File: config.mk
export PLATFORM = sky130hd
export DESIGN_NAME = imem_loader
export DESIGN_NICKNAME = d
export VERILOG_FILES = /design/src/rtl/imem_loader.sv
export SDC_FILE = /design/constraint.sdc
export NUM_CORES = 1
export LEC_CHECK = 0
export CAP_MARGIN = 20
export CORE_MARGIN = 10
export CORE_UTILIZATION = 25
export CTS_CLUSTER_DIAMETER = 30
export DETAILED_ROUTE_END_ITERATION = 10
export GPL_TIMING_DRIVEN = 0
export SKIP_LAST_GASP = 1
export SYNTH_ARGS = -nofsm -noshare
export SYNTH_HDL_FRONTEND = slang
export SYNTH_SLANG_ARGS = --single-unit
export TNS_END_PERCENT = 100
File: constraint.sdc
create_clock -name clk -period 2.9 [get_ports clk]
set_input_delay 0.87 -clock clk [delete_from_list [all_inputs] [get_ports clk]]
set_output_delay 0.87 -clock clk [all_outputs]
set_load 0.01 [all_outputs]
File: src/rtl/imem_loader.sv
// ---------------------------------------------------------------------------
// imem_loader : boot-time byte-stream loader for instruction memory.  Rev 1.0
// ---------------------------------------------------------------------------
`default_nettype none

module imem_loader #(
  parameter int MAX_WORDS = 64,
  parameter int LEN_W     = 16
) (
  input  logic             clk,
  input  logic             rst,
  input  logic             start,
  input  logic [LEN_W-1:0] len_words,
  input  logic             byte_valid,
  input  logic [7:0]       byte_data,
  output logic             byte_ready,
  output logic             we,
  output logic [31:0]      waddr,
  output logic [31:0]      wdata,
  output logic             cpu_hold,
  output logic             busy,
  output logic             done,
  output logic             err
);

  localparam int               CNT_W   = $clog2(MAX_WORDS + 1);
  localparam logic [LEN_W-1:0] MAX_LEN = LEN_W'(MAX_WORDS);

  localparam logic [2:0] S_IDLE  = 3'd0;
  localparam logic [2:0] S_LOAD  = 3'd1;
  localparam logic [2:0] S_WRITE = 3'd2;
  localparam logic [2:0] S_DONE  = 3'd3;
  localparam logic [2:0] S_ERR   = 3'd4;

  logic [2:0]       r_state;
  logic [CNT_W-1:0] r_len;
  logic [CNT_W-1:0] r_word_cnt;
  logic [1:0]       r_byte_cnt;
  logic [23:0]      r_word;
  logic [31:0]      r_waddr;
  logic [31:0]      r_wdata;

  logic             w_len_ok;
  logic [CNT_W-1:0] w_word_cnt_inc;

  assign w_len_ok       = (len_words != '0) && (len_words <= MAX_LEN);
  assign w_word_cnt_inc = r_word_cnt + CNT_W'(1);

  always_ff @(posedge clk) begin
    if (!rst) begin
      r_state    <= S_IDLE;
      r_len      <= '0;
      r_word_cnt <= '0;
      r_byte_cnt <= '0;
      r_word     <= '0;
      r_waddr    <= '0;
      r_wdata    <= '0;
    end else begin
      case (r_state)
        S_IDLE, S_DONE, S_ERR: begin
          if (start) begin
            if (w_len_ok) begin
              r_state    <= S_LOAD;
              r_len      <= len_words[CNT_W-1:0];
              r_word_cnt <= '0;
              r_byte_cnt <= '0;
            end else begin
              r_state <= S_ERR;
            end
          end
        end
        S_LOAD: begin
          if (byte_valid) begin
            r_byte_cnt <= r_byte_cnt + 2'd1;
            case (r_byte_cnt)
              2'd0: r_word[7:0]   <= byte_data;
              2'd1: r_word[15:8]  <= byte_data;
              2'd2: r_word[23:16] <= byte_data;
              default: begin
                // Publish address and data together so they stay stable outside WRITE.
                r_wdata <= {byte_data, r_word};
                r_waddr <= {{(30 - CNT_W){1'b0}}, r_word_cnt, 2'b00};
                r_state <= S_WRITE;
              end
            endcase
          end
        end
        S_WRITE: begin
          r_word_cnt <= w_word_cnt_inc;
          r_byte_cnt <= '0;
          r_state    <= (w_word_cnt_inc == r_len) ? S_DONE : S_LOAD;
        end
        default: r_state <= S_IDLE;
      endcase
    end
  end

  assign byte_ready = (r_state == S_LOAD);
  assign we         = (r_state == S_WRITE);
  assign busy       = (r_state == S_LOAD) || (r_state == S_WRITE);
  assign done       = (r_state == S_DONE);
  assign err        = (r_state == S_ERR);
  assign cpu_hold   = (r_state != S_DONE);
  assign waddr      = r_waddr;
  assign wdata      = r_wdata;

endmodule

`default_nettype wire

==> summary.md <==
| Metric | Value |
|---|---|
| Synth top area share | `43.8%` |
| Worst setup margin | `0.146 ns` |
| Maximum VDD drop | `0.000282 V` |
| Root Buffer | `clkbuf_16` |
| Most instantiated cells after synthesis | `124 x nand2_1, 82 x dfxtp_1, 63 x a21boi_0` |
| Distinct cell type count after synthesis | `44` |
| Total gr overflow | `0` |
| Filler cell count | `1533` |
| Post-Syn Instances | `459` |
| CTS tree | `built` |
| Synth Warn # | `0` |
| Final Cell Area | `5070 um^2` |
| Post-synthesis register bit count | `82` |
| Non-filler cells, final | `754` |
| Final wirelength | `10300 um` |
| CP endpoint kind | `output port` |
| Starting Density | `25.7%` |
| Rows | `44` |
| Tmin final | `2.75 ns` |
| Critical path data required time | `2.03 ns` |
| Vias per cell | `4.47` |
| Worst Path Max Fanout | `9` |
| Clk slew on worst S/H paths | `0.06 ns` |
| Power per cell area | `464 nW/um^2` |
| Power, Total | `2.35 mW` |
| Slew at the pin closest to its max-slew limit | `0.501 ns` |
| TritonCTS Buffers | `9` |
| EDFF count, synth | `0` |
| H-tree depth | `3` |
| Most common cell in the synthesized netlist | `nand2_1` |
| RSZ-0062 raised after global routing | `false` |
| Setup TNS | `0 ns` |
| Global-route wire length before repair | `16700 um` |
| Endpoints failing setup | `0` |
| Die Height | `142 um` |
| Final hold viol count | `0` |
| Syn Area/Cell | `8.16 um^2` |
| Skew final | `0.00837 ns` |
| Final GP Congestion | `0.841` |
| Layout area overhead | `35.3%` |
| Via count | `3373` |
| Clock Latency Late Sink | `0.34 ns` |
| Final period utilization | `95.0%` |
| Num Clock Sinks | `82` |
| First-pass iteration count of the detailed router | `4` |
| Startpoint Class | `flop` |
| WL/cell | `13.7 um` |
| Die width | `142 um` |
| Ys flop type | `dfxtp_1` |
| Fmax achieved | `363 MHz` |
| Pins Over Slew Limit | `0` |
| Final Hold Slack | `0.463 ns` |
| Ant diodes | `0` |
| Worst slew margin | `66.6%` |
| Hold crit path type | `reg2reg` |
| Drt drc | `0` |
| Vias in the first global route | `3429` |
| Detail Placement HPWL | `8110 um` |
| Initial antenna violation count | `0` |
| Pleak | `1.78 nW` |
| Die area | `20300 um^2` |
| Hold_buf cts | `0` |
| Core ar. | `14600 um^2` |
| Status | `complete, no violations` |
| Drt first-iter violations | `182` |
| Dpl cells | `738` |
| Register area share after synthesis | `43.8%` |
| Yosys top cell by area | `dfxtp_1` |
| Reg2reg setup slack | `0.99 ns` |
| IO Port Bufs | `71` |
| Ratio of cells with drive above 1 in the final layout | `10.0%` |
| GRT Resource Usage Total | `10.2%` |
| Synth Cell Area | `3750 um^2` |
| DP Area | `4780 um^2` |
| CP Class | `reg2out` |
| CTS max path bufs | `2` |
| Async set-reset flop share out of synthesis | `0%` |
| Largest net degree at the start of global routing | `16` |
| Worst EP arrival | `1.88 ns` |
| Final core occ | `34.8%` |
| Worst slack, placed | `0.105 ns` |
| ANT nets after route | `0` |
| I/O pin total | `98` |
| Max Cap Violations | `0` |
| Nets | `598` |
| Main area contributors after synthesis | `dfxtp_1 44%, a21boi_0 13%, nand2_1 12%, nand3_1 5.2%, buf_4 5.2%` |
[cells in the final DEF (no fill, tap or decap), types with 11 or more instances in the layout]
master,Yosys,routed
buf_4,26,26
nand3_1,39,39
o21ai_0,11,11
clkdlybuf4s50_1,0,71
clkbuf_1,22,22
conb_1,1,25
dfxtp_1,82,82
nand2_1,124,124
a21boi_0,63,63
[power breakdown]
part | internal (mW) | switching, mW | total (mW)
clock | 0.612 | 0.474 | 1.09
combinational | 0.0736 | 0.0652 | 0.139
sequential | 1.13 | 0.00180 | 1.13
[worst max-delay path, stage by stage (launching register included)]
cell and delay (ns):
dfxtp_1 0.38, nand2b_1 0.18, nand2b_2 0.25, clkinv_2 0.15
clkdlybuf4s50_1 0.59
[per-layer routing]
layer  vias up  global-route usage (%)  part of all wire (%)  routed length (um)
li1       1706                       -                     -                   -
met1      1566                    11.2                    43                4440
met2        91                    17.4                    48                4970
met3        10                    4.21                   8.0                 822
met4         0                    3.19                  0.96                  99
met5         -                       0                     0                   0
[state kept, by name (all words and copies together), names as in the netlist]
signal      flops
r_word_cnt      7
waddr           7
r_word         24
r_byte_cnt      2
r_state         3
r_len           7
wdata          32
[final timing paths]
check	startpoint	endpoint	depth (start not counted)
worst max-delay path	r_state[2]$_SDFFE_PN0P_	we	4
worst min-delay path	wdata[20]$_SDFFE_PN0P_	wdata[20]$_SDFFE_PN0P_	2
worst max register to register	r_state[2]$_SDFFE_PN0P_	r_state[1]$_SDFFE_PN0P_	7
worst min register to register	wdata[20]$_SDFFE_PN0P_	wdata[20]$_SDFFE_PN0P_	2
[logic make-up after synthesis]
kind of cell,Yosys count,synth area share (%)
simple gates,194,22.9
compound gates,104,19.9
flops,82,43.8
buf+inv,62,9.02
xor+xnor,11,2.57
fa+ha+maj,5,1.67
other cells,1,0.100
[layout make-up]
class                      count  area [um^2]  area share (%)
sequential                    82         1640            32.4
tap                          184          230            4.54
timing repair buffer          71          711            14.0
inverter                       7         27.5           0.543
buffer                        55          312            6.15
clock buffer                  10          239            4.71
multi-input combinational    339         1860            36.7
clock inverter                 6         50.0           0.987
[what timing repair did]
action | in CTS | in global routing
buffers inserted | 0 | 0
resized for setup | 1 | 1
setup endpoints to repair | 1 | 1
gates cloned | 0 | 0
No activity file was read; power rests on OpenSTA's default activity.
